--- src/rtl/uart_pkg.sv ---
// uart_pkg: shared types and helpers for the UART transceiver.
//   parity_mode_t      - run-time parity selection (2'b11 decodes as NONE)
//   tx_state_t         - transmit FSM states
//   rx_state_t         - receive FSM states
//   decode_parity_mode - maps the raw 2-bit port value onto parity_mode_t
//   calc_parity        - parity bit for a data word under a given mode
package uart_pkg;

   localparam int unsigned MAX_DATA_BITS = 9;

   typedef enum logic [1:0] {
      NONE = 2'b00,
      EVEN = 2'b01,
      ODD  = 2'b10
   } parity_mode_t;

   typedef enum logic {
      TxIdle,
      TxShift
   } tx_state_t;

   typedef enum logic [2:0] {
      RxIdle,
      RxStart,
      RxData,
      RxParity,
      RxStop,
      RxWaitHigh
   } rx_state_t;

   function automatic parity_mode_t decode_parity_mode(input logic [1:0] mode);
      case (mode)
         2'b01:   return EVEN;
         2'b10:   return ODD;
         default: return NONE;
      endcase
   endfunction

   // Narrow words are zero-extended by the caller, which leaves the XOR unchanged.
   function automatic logic calc_parity(input logic [MAX_DATA_BITS-1:0] data,
                                        input parity_mode_t             mode);
      case (mode)
         EVEN:    return ^data;
         ODD:     return ~(^data);
         default: return 1'b0;
      endcase
   endfunction

endpackage

--- src/rtl/uart_rx_core.sv ---
// uart_rx_core: receive path of the UART transceiver.
//   clk, reset       - system clock, asynchronous active-high reset
//   clk_enable       - oversample tick; every FSM decision happens on a tick
//   parity_mode      - raw parity selection, latched at start detect
//   rx_uart          - asynchronous serial input (2-flop synchronised here)
//   rx_data_valid    - one-cycle pulse when a frame completes
//   rx_data          - last received word
//   rx_parity_error  - parity mismatch on last frame
//   rx_frame_error   - first stop bit sampled low
//   rx_break         - line held low through the whole frame
module uart_rx_core
   import uart_pkg::*;
#(
   parameter int unsigned DATA_BITS  = 8,
   parameter int unsigned OVERSAMPLE = 16
) (
   input  logic                 clk,
   input  logic                 reset,
   input  logic                 clk_enable,
   input  logic [1:0]           parity_mode,
   input  logic                 rx_uart,
   output logic                 rx_data_valid,
   output logic [DATA_BITS-1:0] rx_data,
   output logic                 rx_parity_error,
   output logic                 rx_frame_error,
   output logic                 rx_break
);

   localparam int unsigned CNT_W = $clog2(OVERSAMPLE);
   localparam int unsigned IDX_W = $clog2(DATA_BITS);
   localparam logic [CNT_W-1:0] SAMP_A    = CNT_W'(OVERSAMPLE / 2 - 1);
   localparam logic [CNT_W-1:0] SAMP_B    = CNT_W'(OVERSAMPLE / 2);
   localparam logic [CNT_W-1:0] SAMP_C    = CNT_W'(OVERSAMPLE / 2 + 1);
   localparam logic [CNT_W-1:0] TICK_LAST = CNT_W'(OVERSAMPLE - 1);
   localparam logic [IDX_W-1:0] IDX_LAST  = IDX_W'(DATA_BITS - 1);

   logic                 sync1_q, sync2_q;
   rx_state_t            state_q;
   logic [CNT_W-1:0]     cnt_q;
   logic [IDX_W-1:0]     idx_q;
   logic [1:0]           vote_q;
   logic [DATA_BITS-1:0] shift_q;
   logic                 par_bit_q;
   parity_mode_t         mode_q;

   logic bit_maj, at_mid, at_last, par_err, is_break;

   // vote_q holds the first two samples; the third is the live synchronised value.
   always_comb begin
      bit_maj  = (vote_q[1] & vote_q[0]) | (vote_q[1] & sync2_q) | (vote_q[0] & sync2_q);
      at_mid   = (cnt_q == SAMP_C);
      at_last  = (cnt_q == TICK_LAST);
      par_err  = (mode_q != NONE) &&
                 (par_bit_q != calc_parity(MAX_DATA_BITS'(shift_q), mode_q));
      is_break = !bit_maj && (shift_q == '0) && ((mode_q == NONE) || !par_bit_q);
   end

   always_ff @(posedge clk or posedge reset) begin
      if (reset) begin
         sync1_q <= 1'b1;
         sync2_q <= 1'b1;
      end else begin
         sync1_q <= rx_uart;
         sync2_q <= sync1_q;
      end
   end

   always_ff @(posedge clk or posedge reset) begin
      if (reset) begin
         state_q         <= RxIdle;
         cnt_q           <= '0;
         idx_q           <= '0;
         vote_q          <= '0;
         shift_q         <= '0;
         par_bit_q       <= 1'b0;
         mode_q          <= NONE;
         rx_data_valid   <= 1'b0;
         rx_data         <= '0;
         rx_parity_error <= 1'b0;
         rx_frame_error  <= 1'b0;
         rx_break        <= 1'b0;
      end else begin
         rx_data_valid <= 1'b0;
         if (clk_enable) begin
            if (state_q != RxIdle && state_q != RxWaitHigh) begin
               cnt_q <= at_last ? '0 : cnt_q + 1'b1;
               if (cnt_q == SAMP_A || cnt_q == SAMP_B) vote_q <= {vote_q[0], sync2_q};
            end
            case (state_q)
               RxIdle: begin
                  if (!sync2_q) begin
                     // The detecting tick is tick 0 of the start bit.
                     state_q <= RxStart;
                     cnt_q   <= CNT_W'(1);
                     idx_q   <= '0;
                     mode_q  <= decode_parity_mode(parity_mode);
                  end
               end
               RxStart: begin
                  if (at_mid && bit_maj) state_q <= RxIdle;
                  else if (at_last)      state_q <= RxData;
               end
               RxData: begin
                  if (at_mid) shift_q <= {bit_maj, shift_q[DATA_BITS-1:1]};
                  if (at_last) begin
                     if (idx_q == IDX_LAST) state_q <= (mode_q == NONE) ? RxStop : RxParity;
                     else                   idx_q   <= idx_q + 1'b1;
                  end
               end
               RxParity: begin
                  if (at_mid)  par_bit_q <= bit_maj;
                  if (at_last) state_q   <= RxStop;
               end
               RxStop: begin
                  if (at_mid) begin
                     rx_data_valid   <= 1'b1;
                     rx_data         <= shift_q;
                     rx_parity_error <= par_err;
                     rx_frame_error  <= !bit_maj;
                     rx_break        <= is_break;
                     // A break must see the line high again before re-arming.
                     state_q         <= is_break ? RxWaitHigh : RxIdle;
                  end
               end
               RxWaitHigh: begin
                  if (sync2_q) state_q <= RxIdle;
               end
               default: state_q <= RxIdle;
            endcase
         end
      end
   end

endmodule

--- src/rtl/uart_transceiver.sv ---
// uart_transceiver: full-duplex UART with configurable width, oversampling and stop bits.
//   clk, reset       - system clock, asynchronous active-high reset
//   clk_enable       - oversample tick (OVERSAMPLE ticks per bit)
//   parity_mode      - 00 none, 01 even, 10 odd, 11 none; latched per frame
//   tx_data_valid/tx_data_ready/tx_data - client word handshake, LSB first on the wire
//   tx_uart, tx_busy - serial output (idles high), frame in progress
//   rx_uart          - serial input
//   rx_data_valid, rx_data, rx_parity_error, rx_frame_error, rx_break - received frame
module uart_transceiver
   import uart_pkg::*;
#(
   parameter int unsigned DATA_BITS  = 8,
   parameter int unsigned OVERSAMPLE = 16,
   parameter int unsigned STOP_BITS  = 1
) (
   input  logic                 clk,
   input  logic                 reset,
   input  logic                 clk_enable,
   input  logic [1:0]           parity_mode,
   input  logic                 rx_uart,
   output logic                 tx_uart,
   input  logic                 tx_data_valid,
   output logic                 tx_data_ready,
   input  logic [DATA_BITS-1:0] tx_data,
   output logic                 tx_busy,
   output logic                 rx_data_valid,
   output logic [DATA_BITS-1:0] rx_data,
   output logic                 rx_parity_error,
   output logic                 rx_frame_error,
   output logic                 rx_break
);

   localparam int unsigned CNT_W   = $clog2(OVERSAMPLE);
   localparam int unsigned FRAME_W = DATA_BITS + STOP_BITS + 2;
   localparam int unsigned IDX_W   = $clog2(FRAME_W);
   localparam logic [CNT_W-1:0] TICK_LAST = CNT_W'(OVERSAMPLE - 1);

   parity_mode_t       req_mode;
   logic [FRAME_W-1:0] frame;
   logic [IDX_W-1:0]   frame_last;

   // Frame image, LSB transmitted first; bits above the parity slot stay 1 (stop bits).
   always_comb begin
      req_mode           = decode_parity_mode(parity_mode);
      frame              = '1;
      frame[0]           = 1'b0;
      frame[DATA_BITS:1] = tx_data;
      if (req_mode != NONE) begin
         frame[DATA_BITS+1] = calc_parity(MAX_DATA_BITS'(tx_data), req_mode);
      end
      frame_last = IDX_W'(DATA_BITS + STOP_BITS) + ((req_mode != NONE) ? IDX_W'(1) : IDX_W'(0));
   end

   tx_state_t          tx_state_q;
   logic [FRAME_W-1:0] tx_shift_q;
   logic [CNT_W-1:0]   tx_cnt_q;
   logic [IDX_W-1:0]   tx_idx_q;
   logic [IDX_W-1:0]   tx_last_q;

   always_ff @(posedge clk or posedge reset) begin
      if (reset) begin
         tx_state_q    <= TxIdle;
         tx_shift_q    <= '1;
         tx_cnt_q      <= '0;
         tx_idx_q      <= '0;
         tx_last_q     <= '0;
         tx_uart       <= 1'b1;
         tx_data_ready <= 1'b0;
         tx_busy       <= 1'b0;
      end else begin
         case (tx_state_q)
            TxIdle: begin
               tx_uart <= 1'b1;
               // The handshake does not wait for a tick.
               if (tx_data_valid && tx_data_ready) begin
                  tx_uart       <= 1'b0;
                  tx_shift_q    <= frame >> 1;
                  tx_cnt_q      <= '0;
                  tx_idx_q      <= '0;
                  tx_last_q     <= frame_last;
                  tx_data_ready <= 1'b0;
                  tx_busy       <= 1'b1;
                  tx_state_q    <= TxShift;
               end else begin
                  tx_data_ready <= 1'b1;
               end
            end
            TxShift: begin
               if (clk_enable) begin
                  if (tx_cnt_q == TICK_LAST) begin
                     tx_cnt_q <= '0;
                     if (tx_idx_q == tx_last_q) begin
                        tx_uart       <= 1'b1;
                        tx_data_ready <= 1'b1;
                        tx_busy       <= 1'b0;
                        tx_state_q    <= TxIdle;
                     end else begin
                        tx_uart    <= tx_shift_q[0];
                        tx_shift_q <= tx_shift_q >> 1;
                        tx_idx_q   <= tx_idx_q + 1'b1;
                     end
                  end else begin
                     tx_cnt_q <= tx_cnt_q + 1'b1;
                  end
               end
            end
            default: tx_state_q <= TxIdle;
         endcase
      end
   end

   uart_rx_core #(
      .DATA_BITS  (DATA_BITS),
      .OVERSAMPLE (OVERSAMPLE)
   ) u_rx (
      .clk             (clk),
      .reset           (reset),
      .clk_enable      (clk_enable),
      .parity_mode     (parity_mode),
      .rx_uart         (rx_uart),
      .rx_data_valid   (rx_data_valid),
      .rx_data         (rx_data),
      .rx_parity_error (rx_parity_error),
      .rx_frame_error  (rx_frame_error),
      .rx_break        (rx_break)
   );

endmodule
--- config.mk ---
export PLATFORM = sky130hd
export DESIGN_NAME = uart_transceiver
export DESIGN_NICKNAME = d
export VERILOG_FILES = /design/src/rtl/uart_pkg.sv /design/src/rtl/uart_rx_core.sv /design/src/rtl/uart_transceiver.sv
export SDC_FILE = /design/constraint.sdc
export NUM_CORES = 1
export LEC_CHECK = 0
export CAP_MARGIN = 20
export CORE_ASPECT_RATIO = 1.5
export CORE_MARGIN = 5
export CORE_UTILIZATION = 52
export CTS_CLUSTER_SIZE = 20
export DETAILED_ROUTE_END_ITERATION = 10
export GPL_TIMING_DRIVEN = 1
export PLACE_DENSITY = 0.79
export REMOVE_ABC_BUFFERS = 1
export SYNTH_ARGS = -nofsm -noshare
export SYNTH_HDL_FRONTEND = slang
export SYNTH_HIERARCHICAL = 1
export SYNTH_SLANG_ARGS = --single-unit
--- constraint.sdc ---
create_clock -name clk -period 1.8 [get_ports clk]
set_input_delay 0.36 -clock clk [delete_from_list [all_inputs] [get_ports clk]]
set_output_delay 0.36 -clock clk [all_outputs]
set_load 0.01 [all_outputs]
==> metrics, run 1 <==
power density of the placed cells=1450 nW/um^2; worst flop-to-flop path startpoint=u_rx/cnt_q[1]; die area=7970 um^2; fraction of final layout cells with drive strength greater than 1=25.3%; Worst EP required=2.02 ns; final clock period utilization by the worst path=108%; number of sinks on the clock net=63; maximum clock rate=515 MHz; number of routed nets with antenna violations=0; top cell type's share of synthesized area=37.7%; count of filler cells inserted in the layout=469; status=complete, but fails checks; total via count in the routed design=2419; dominant cell type by area after synthesis=dfrtp_1; Initial DRT Pass Iterations=4; overall die height=107 um; Startpoint Class=flip-flop; boundary pin count=30; cell types occupying the most area after synthesis=dfrtp_1 38%, dfstp_2 11%, mux2i_1 6.5%, ha_1 5.0%, mux2_2 3.8%; Final Hold Vio Count=0; Remaining DRCs=0; flops & latches, synth=63; diode insertion count for antenna repair=0; clk buf depth=2; Global Route Usage Sum=18.4%; synthesized area per cell=10.7 um^2; hold-fix buffers at CTS=0; EDFF count, synth=0; element type at the critical path end=flip-flop; Area Growth Syn to Fin=26.6%; final weighted congestion in routability-driven placement=0.851; clock tree from TritonCTS=built; number of antenna violations at the first check in global routing=0; flop-to-flop setup slack=-0.14 ns; normalized max-slew margin=71.7%; Worst-path clk slew=0.08 ns; Final Critical Period=1.94 ns; die width=74.6 um; Root Driver=clkbuf_8; failing checks=setup timing; detailed placement HPWL=4810 um; worst ir drop on vdd=0.000815 V; H-tree Lvls=3; clk_lat worst skew=0.34 ns; async set or reset register ratio after synthesis=100%; unrepaired setup endpoints after global routing=true; number of violations of the max-capacitance limit=0; Ys Warns=6; path type of the worst min-delay path=in2async; leakage power summed over all cells=1.95 nW; Synth Instances=303; CP arrival=2.17 ns; floorplan core area=6130 um^2; dominant synthesized flop cell=dfrtp_1; maximum number of pins on one net before global-route repair=27; pre-CTS setup slack=-0.285 ns; drt first-iter violations=126; Finish-stage setup viols=5; Critical Path Fanout Max=4; first-pass GRT wire length=11400 um; global route overflow=0; initial cell density of the core=53.0%; Final TNS setup=-0.459 ns; count of distinct cell types in the synthesized netlist=53; worst path setup slack after routing=-0.143 ns; most common cell in the synthesized netlist=dfrtp_1; Total Nets Final=395; final worst clock skew=0.00986 ns; list of most frequent post-synthesis cells=49 x dfrtp_1, 31 x nand2_1, 23 x inv_1; Rows=35; total CTS buffers=9; Final Max Tran Viols=0; depth of the worst register-to-register path=6; via count normalized by instance count=5.42; category of the most critical setup path=reg2reg; worst reg2reg path endpoint=u_rx/state_q[2]; aggregate routed wire length=6520 um; netlist area before placement=3250 um^2; routed length per placed instance=14.6 um; count of buffers from port buffering=29; vias in the first global route=2552; proportion of synthesized chip area in sequential cells=49.0%; transition time at the pin with the least slew margin=0.421 ns
-- flip-flops by register name (all words and copies together), names as in the netlist, 3 cells and up --
name	flops
tx_shift_q	11
u_rx/rx_data	8
u_rx/shift_q	8
tx_cnt_q	4
tx_idx_q	4
u_rx/cnt_q	4
tx_last_q	3
u_rx/idx_q	3
u_rx/state_q	3
-- placed cells by master, fill, tap and decap left out, types with 2 or more instances in the layout --
master | synthesis | final
a2111oi_2 | 0 | 2
a21boi_0 | 2 | 2
a21oi_1 | 12 | 12
a31oi_1 | 2 | 2
and2_1 | 3 | 3
and3_1 | 3 | 3
buf_12 | 0 | 2
buf_4 | 0 | 32
bufinv_16 | 0 | 2
clkbuf_8 | 0 | 9
clkdlybuf4s50_1 | 0 | 28
dfrtp_1 | 49 | 49
dfstp_2 | 14 | 14
ha_1 | 13 | 11
inv_1 | 23 | 22
inv_6 | 0 | 3
mux2_2 | 11 | 9
mux2_4 | 1 | 3
mux2i_1 | 21 | 21
nand2_1 | 31 | 30
nand2b_1 | 5 | 5
nand3_1 | 10 | 10
nand3b_1 | 2 | 2
nand4_1 | 4 | 4
nor2_1 | 16 | 16
nor3b_1 | 2 | 2
o21a_1 | 2 | 2
o21ai_0 | 21 | 20
o21ai_1 | 2 | 3
or3_1 | 3 | 3
or4_1 | 2 | 2
xnor2_1 | 9 | 8
xor2_1 | 5 | 5
-- cells by family after synthesis --
| kind of cell | after synthesis | share of synthesized area (%) |
|---|---|---|
| buf+inv | 34 | 5.19 |
| simple gates | 90 | 14.5 |
| xor+xnor | 14 | 3.77 |
| fa+ha+maj | 14 | 5.43 |
| mux | 33 | 10.7 |
| compound gates | 55 | 11.4 |
| flops | 63 | 49.0 |
-- repair_timing --
action	in CTS	in global routing
resized for setup	3	11
buffers inserted	3	1
pin swaps	1	1
cloned	0	0
endpoints found under the hold margin	0	0
endpoints found under the setup margin	3	16
-- through the flow --
stage,cells,util (%),cell area [um^2],hold WS [ns],total power (W)
after floorplan,292,-,3170,0.345,0.00358
after global placement,426,62.1,3810,0.349,0.00435
after detailed placement,426,62.1,3810,0.347,0.00449
after CTS,445,66.4,4070,0.270,0.00598
after global routing,446,67.1,4120,0.298,0.00640
final,446,67.1,4120,0.279,0.00598
-- how the worst max path moves through the flow --
| stage | cells past startpoint | startpoint | to | slack (ns) |
|---|---|---|---|---|
| final | 6 | u_rx/cnt_q[1] | u_rx/state_q[2] | -0.14 |
| after detailed placement | 5 | clk_enable | u_rx/state_q[2] | -0.29 |
| after global routing | 6 | u_rx/cnt_q[1] | u_rx/state_q[2] | -0.19 |
| after global placement | 5 | clk_enable | u_rx/state_q[2] | -0.24 |
| after floorplan | 4 | tx_state_q | tx_idx_q[3] | -0.42 |
| after CTS | 6 | u_rx/cnt_q[1] | u_rx/state_q[2] | -0.11 |
-- power breakdown --
part	switching, W	internal [W]	total [W]
logic	0.00107	0.00120	0.00227
clock network	0.000588	0.000796	0.00138
registers	0.000398	0.00193	0.00233
-- final cells by class --
cell class	instances	area, um^2	area share (%)
clock buffer	9	124	3.01
clock inverter	7	103	2.49
sequential	63	1590	38.7
timing repair buffer	64	584	14.2
tap	74	92.6	2.25
multi-input combinational	206	1530	37.2
inverter	23	86.3	2.10
-- per-layer routing --
layer  wire [um]  global-route usage [%]  up-vias
li1            -                       -     1185
met1        2500                    20.7     1163
met2        3610                    31.9       54
met3         241                    3.47       17
met4         172                    9.41        0
met5           0                       0        -
-- critical path, cell delays in order (launching register included) --
cell	delay, ns
dfrtp_1	0.43
inv_2	0.10
ha_4	0.12
and4bb_1	0.24
a2111oi_2	0.09
or4b_4	0.56
mux2_4	0.30
No activity file was read; power rests on OpenSTA's default activity.
==> run 2, diff against run 1 <==
--- a/config.mk
+++ b/config.mk
@@ -7,7 +7,7 @@
 export LEC_CHECK = 0
 export CAP_MARGIN = 20
 export CORE_ASPECT_RATIO = 1.5
-export CORE_MARGIN = 5
+export CORE_MARGIN = 3
 export CORE_UTILIZATION = 52
 export CTS_CLUSTER_SIZE = 20
 export DETAILED_ROUTE_END_ITERATION = 10
==> run 2 against run 1 <==
Compared with the run above:
- the run still ends with setup timing left
- cell count fell by 0.67%
- sequential share of layout area rose by 0.32 points
- critical path depth did not move
- core utilization rose by 2.0 points
- non-clock buffer count fell by 1
- maximum frequency rose by 1.1%
- critical endpoint unchanged
- largest cell class unchanged
- highest routed layer unchanged
==> metrics, run 2 (synthesized netlist as in run 1, its figures left out) <==
non-filler instance count after layout=443 (-0.67%); leakage power summed over all cells=1.92 nW (-1.5%); Initial DRT Pass Iterations=4 (unchanged); CP arrival=2.15 ns (-0.02 ns); depth of the worst register-to-register path=6 (unchanged); global route overflow=0 (unchanged); power density of the placed cells=1420 nW/um^2 (-2.6%); detailed placement HPWL=4810 um (about the same); Final Max Tran Viols=0 (unchanged); Worst-path clk slew=0.08 ns (about the same); Root Driver=clkbuf_8; routed length per placed instance=14.6 um (-0.36%); maximum clock rate=521 MHz (+1.1%); hold-fix buffers at CTS=0 (unchanged); number of violations of the max-capacitance limit=0 (unchanged); number of cells after detailed placement=426 (unchanged); status=complete, but fails checks; Power, Total=0.00578 W (-3.3%); number of routed nets with antenna violations=0 (unchanged); Rows=34 (-2.9%); commonest non-fill, non-tap cell in the layout=dfrtp_1; floorplan core area=5910 um^2 (-3.6%); commonest non-fill, non-tap cells in the layout=48 x dfrtp_1, 30 x nand2_1, 29 x buf_4; Final Critical Period=1.92 ns (-0.0219 ns); final clock period utilization by the worst path=107% (-1.2 points); Critical Path Fanout Max=3 (-1); clock tree from TritonCTS=built; Global Route Usage Sum=19.6% (+1.2 points); final hold slack=0.361 ns (+0.0821 ns); Final Hold Vio Count=0 (unchanged); initial cell density of the core=55.0% (+2.0 points); Regs by FF count=tx_shift_q: 11 flops, u_rx/rx_data: 8 flops, u_rx/shift_q: 8 flops; via count normalized by instance count=5.41 (-0.28%); area of combinational cells with multiple inputs=1540 um^2 (+0.16%); normalized max-slew margin=73.1% (+1.4 points); critical path's slowest cell=or4b_4; number of sinks on the clock net=63 (unchanged); final weighted congestion in routability-driven placement=0.890 (+4.7%); Largest register FFs=11 (unchanged); total via count in the routed design=2396 (-0.95%); worst flop-to-flop path startpoint=u_rx/cnt_q[1]; clk buf depth=2 (unchanged); last element of the critical path=u_rx/state_q[2]; Worst EP required=2.03 ns (about the same); overall die height=103 um (-3.7%); diode insertion count for antenna repair=0 (unchanged); unrepaired setup endpoints after global routing=true; flop-to-flop setup slack=-0.12 ns (+0.02 ns); category of the most critical setup path=reg2reg; worst ir drop on vdd=0.000829 V (+1.7%); transition time at the pin with the least slew margin=0.400 ns (-0.0206 ns); max incr delay on CP=0.55 ns (about the same); maximum number of pins on one net before global-route repair=27 (unchanged); count of buffers from port buffering=29 (unchanged); die width=70.6 um (-5.4%); Area Growth Syn to Fin=25.7%; Startpoint Class=flip-flop; clk_lat worst skew=0.35 ns (about the same); H-tree Lvls=3 (unchanged); Total Nets Final=394 (-0.25%); boundary pin count=30 (unchanged); Critical Path, Cell by Cell=inv_2, ha_4, and4bb_1, a2111oi_1, or4b_4, mux2_4; first-pass GRT wire length=11100 um (-2.8%); drt first-iter violations=108 (-14%); count of filler cells inserted in the layout=468 (-0.21%); origin of the worst setup path=u_rx/cnt_q[1]; final worst clock skew=0.00628 ns (-0.00358 ns); path type of the worst min-delay path=reg2reg; element type at the critical path end=flip-flop; aggregate routed wire length=6460 um (-1.0%); die area=7260 um^2 (-8.9%); largest register by flop count=tx_shift_q; number of antenna violations at the first check in global routing=0 (unchanged); worst reg2reg path endpoint=u_rx/state_q[2]; vias in the first global route=2528 (-0.94%); Finish-stage setup viols=3 (-2); sequential cell area in the final layout=1600 um^2 (about the same); worst path setup slack after routing=-0.121 ns (+0.0219 ns); total CTS buffers=9 (unchanged); failing checks=setup timing; Remaining DRCs=0 (unchanged); fraction of final layout cells with drive strength greater than 1=25.1% (-0.20 points)
-- run 2: changes by cell type in the layout (fill, tap and decap cells not counted), sizes merged --
cell and delta:
bufinv -1, buf -1, clkinv +1, clkinvlp +1
inv -1
-- run 2: how the worst min path moves through the flow --
stage / end / from / cells past startpoint / slack, ns
after CTS: u_rx/sync2_q / u_rx/sync1_q / 0 / 0.36
after global routing: u_rx/sync2_q / u_rx/sync1_q / 0 / 0.37
final: u_rx/sync2_q / u_rx/sync1_q / 0 / 0.36
after detailed placement: u_rx/sync2_q / u_rx/sync1_q / 0 / 0.35
after global placement: u_rx/sync2_q / u_rx/sync1_q / 0 / 0.35
after floorplan: u_rx/sync2_q / u_rx/sync1_q / 0 / 0.35
-- run 2: layout make-up --
class | count | area share, %
inverters | 23 | 2.11
flip-flops and latches | 63 | 39.0
clock buffers | 9 | 3.03
repair buffers | 63 | 14.1
multi-input cells | 206 | 37.6
well taps | 72 | 2.20
clock inverters | 7 | 1.96
-- run 2: worst max-delay path: cells and delay by family (launching register included) --
| family | cells | cell delay, ns |
|---|---|---|
| AO/OA/AOI/OAI | 1 | 0.09 |
| multiplexers | 1 | 0.31 |
| adder cells (fa/ha/maj) | 1 | 0.13 |
| AND/OR/NAND/NOR | 2 | 0.78 |
| buffers and inverters | 1 | 0.10 |
| flip-flops | 1 | 0.41 |
-- run 2: what timing repair did --
action	CTS	global route
setup buffers	1	0
gates resized for setup	9	8
setup endpoints to repair	3	13
pin swaps	1	1
-- run 2: routing by layer --
layer | part of all wire, % | GRT usage, % | routed length (um)
met1 | 37 | 19.6 | 2400
met4 | 3.2 | 10.4 | 208
met2 | 57 | 38.0 | 3650
met3 | 3.1 | 3.71 | 199
met5 | 0 | 0 | 0
-- run 2: metrics by stage --
step           setup TNS [ns]  area [um^2]  utilization (%)  setup slack, ns
6_report               -0.299         4090             69.1           -0.121
5_1_grt                -0.578         4090             69.1           -0.197
4_1_cts                -0.244         4060             68.6           -0.106
3_5_place_dp            -3.43         3810             64.4           -0.350
3_3_place_gp            -2.88         3810             64.4           -0.247
2_1_floorplan           -4.06         3170                -           -0.416
-- run 2: report_power, final --
group / switching, W / internal (W)
logic: 0.00105 / 0.00114
registers: 0.000407 / 0.00194
clock network: 0.000598 / 0.000652
total: 0.00206 / 0.00373
==> run 3, diff against run 2 <==
--- a/config.mk
+++ b/config.mk
@@ -12,7 +12,7 @@
 export CTS_CLUSTER_SIZE = 20
 export DETAILED_ROUTE_END_ITERATION = 10
 export GPL_TIMING_DRIVEN = 1
-export PLACE_DENSITY = 0.79
+export PLACE_DENSITY = 0.87
 export REMOVE_ABC_BUFFERS = 1
 export SYNTH_ARGS = -nofsm -noshare
 export SYNTH_HDL_FRONTEND = slang
==> run 3 against run 2 <==
Compared with the run above:
- the flow still finishes with violations (setup timing)
- register-to-register slack lost 0.03 ns
- critical path type unchanged
- combinational power grew 9%
- critical path depth is the same
- global-route usage is 2.1 points higher
- first-iteration DRC count fell by 5.6%
- via count up 3.7%
- worst hold slack worse by 0.031 ns
- non-clock buffer count grew 1
- routed wire length is 13% higher
==> metrics, run 3 (synthesized netlist as in run 1, its figures left out) <==
fraction of final layout cells with drive strength greater than 1=25.0% (-0.067 points); final clock period utilization by the worst path=108% (+1.6 points); diode insertion count for antenna repair=0 (unchanged); Final Hold Vio Count=0 (unchanged); worst reg2reg path endpoint=u_rx/state_q[2]; count of buffers from port buffering=29 (unchanged); critical path's top delay family=simple AND/OR/NAND/NOR gates; initial cell density of the core=55.0% (unchanged); number of antenna violations at the first check in global routing=0 (unchanged); depth of the worst register-to-register path=6 (unchanged); maximum clock rate=513 MHz (-1.4%); Largest register FFs=11 (unchanged); flop-to-flop setup slack=-0.15 ns (-0.03 ns); worst ir drop on vdd=0.000797 V (-3.8%); total via count in the routed design=2485 (+3.7%); Area Growth Syn to Fin=26.6%; transition time at the pin with the least slew margin=0.419 ns (+0.0188 ns); maximum number of pins on one net before global-route repair=29 (+7.4%); last element of the critical path=u_rx/state_q[2]; utilization of the core after routing=69.6% (+0.51 points); drt first-iter violations=102 (-5.6%); path type of the worst min-delay path=in2async; Rows=34 (unchanged); Initial DRT Pass Iterations=4 (unchanged); element type at the critical path end=flip-flop; die area=7260 um^2 (unchanged); Final Max Tran Viols=0 (unchanged); boundary pin count=30 (unchanged); pre-CTS setup slack=-0.221 ns (+0.129 ns); category of the most critical setup path=reg2reg; first-pass GRT wire length=12100 um (+9.3%); critical path's slowest cell=or4b_4; final worst clock skew=0.0105 ns (+0.00421 ns); via count normalized by instance count=5.60 (+3.5%); Worst EP required=2.02 ns (about the same); floorplan core area=5910 um^2 (unchanged); Global Route Usage Sum=21.7% (+2.1 points); WP buf/inv=1 (unchanged); number of sinks on the clock net=63 (unchanged); Final Critical Period=1.95 ns (+0.0280 ns); leakage power summed over all cells=1.93 nW (+0.24%); Root Driver=clkbuf_8; clk_lat worst skew=0.35 ns (about the same); aggregate routed wire length=7300 um (+13%); total CTS buffers=9 (unchanged); final weighted congestion in routability-driven placement=0.919 (+3.2%); Regs by FF count=tx_shift_q: 11 flops, u_rx/rx_data: 8 flops, u_rx/shift_q: 8 flops; status=complete, but fails checks; Total Nets Final=395 (+0.25%); commonest non-fill, non-tap cells in the layout=49 x dfrtp_1, 31 x nand2_1, 30 x buf_4; Finish-stage setup viols=3 (unchanged); failing checks=setup timing; hold-fix buffers at CTS=0 (unchanged); number of violations of the max-capacitance limit=0 (unchanged); unrepaired setup endpoints after global routing=true; normalized max-slew margin=72.0% (-1.1 points); global route overflow=0 (unchanged); routed length per placed instance=16.4 um (+13%); Critical Path Fanout Max=3 (unchanged); CP arrival=2.17 ns (+0.02 ns); vias in the first global route=2713 (+7.3%); Startpoint Class=flip-flop; overall die height=103 um (unchanged); cell depth of the worst setup path=6 (unchanged); H-tree Lvls=3 (unchanged); number of routed nets with antenna violations=0 (unchanged); die width=70.6 um (unchanged); max incr delay on CP=0.55 ns (about the same); detailed placement HPWL=5010 um (+4.3%); Remaining DRCs=0 (unchanged); largest register by flop count=tx_shift_q; Worst-path clk slew=0.07 ns (about the same); power density of the placed cells=1460 nW/um^2 (+2.9%); worst flop-to-flop path startpoint=u_rx/cnt_q[0]; clock tree from TritonCTS=built; Critical Path, Cell by Cell=buf_6, ha_2, and3_4, a21oi_1, or4b_4, mux2_4; origin of the worst setup path=u_rx/cnt_q[0]; commonest non-fill, non-tap cell in the layout=dfrtp_1; clk buf depth=2 (unchanged); worst path setup slack after routing=-0.149 ns (-0.0280 ns)
==> run 3: changes by cell type in the layout (fill, tap and decap cells not counted), moves of 2 or more <==
cell / change
clkinv_4: -2
clkbuf_8: +3
clkbuf_1: +2
a2111oi_4: +2
inv_6: -2
==> run 3: repair_timing <==
action                                 in CTS  in global routing
gates resized for setup                    14                  4
endpoints found under the hold margin       0                  0
pin swaps                                   4                  1
buffers inserted                            2                  1
setup endpoints to repair                   3                 10
==> run 3: worst register-to-register path: stages, from the launching register on <==
cell and delay [ns]:
dfrtp_1 0.39, buf_6 0.12, ha_2 0.17, and3_4 0.22
a21oi_1 0.09, or4b_4 0.55, mux2_4 0.30
==> run 3: worst min path at each step <==
stage | start | end | slack (ns) | depth (start not counted)
2_1_floorplan | u_rx/sync1_q | u_rx/sync2_q | 0.35 | 0
3_3_place_gp | u_rx/sync1_q | u_rx/sync2_q | 0.35 | 0
3_5_place_dp | u_rx/sync1_q | u_rx/sync2_q | 0.35 | 0
4_1_cts | reset | u_rx/rx_data_valid | 0.34 | 2
5_1_grt | u_rx/sync1_q | u_rx/sync2_q | 0.36 | 0
6_report | reset | u_rx/rx_data[2] | 0.33 | 2
==> run 3: report_power, final <==
| group | switching (W) | internal [W] |
|---|---|---|
| combinational | 0.00117 | 0.00121 |
| clock | 0.000539 | 0.000754 |
| sequential | 0.000386 | 0.00193 |
| total | 0.00210 | 0.00390 |
==> run 3: metal layers <==
layer / part of all wire (%) / routed length (um) / up-vias / global-route usage [%]
met3: 4.1 / 299 / 25 / 4.20
li1: - / - / 1177 / -
met2: 57 / 4170 / 72 / 41.8
met4: 3.4 / 248 / 0 / 13.3
met1: 35 / 2580 / 1211 / 21.1
met5: 0 / 0 / - / 0
==> run 3: metrics by stage <==
step / setup TNS (ns) / area (um^2) / hold slack (ns) / power, W / std cells
3_3_place_gp: -2.17 / 3810 / 0.347 / 0.00437 / 426
6_report: -0.386 / 4120 / 0.331 / 0.00600 / 444
5_1_grt: -0.538 / 4120 / 0.356 / 0.00638 / 444
4_1_cts: -0.312 / 4090 / 0.337 / 0.00598 / 443
2_1_floorplan: -4.06 / 3170 / 0.345 / 0.00358 / 292
3_5_place_dp: -3.01 / 3810 / 0.347 / 0.00450 / 426
==> run 3: layout make-up <==
cell class | instances | area [um^2]
multi-input cells | 206 | 1550
well taps | 72 | 90.1
repair buffers | 64 | 583
inverters | 23 | 86.3
flip-flops and latches | 63 | 1590
fillers | 428 | 1800
clock buffers | 14 | 173
clock inverters | 2 | 37.5
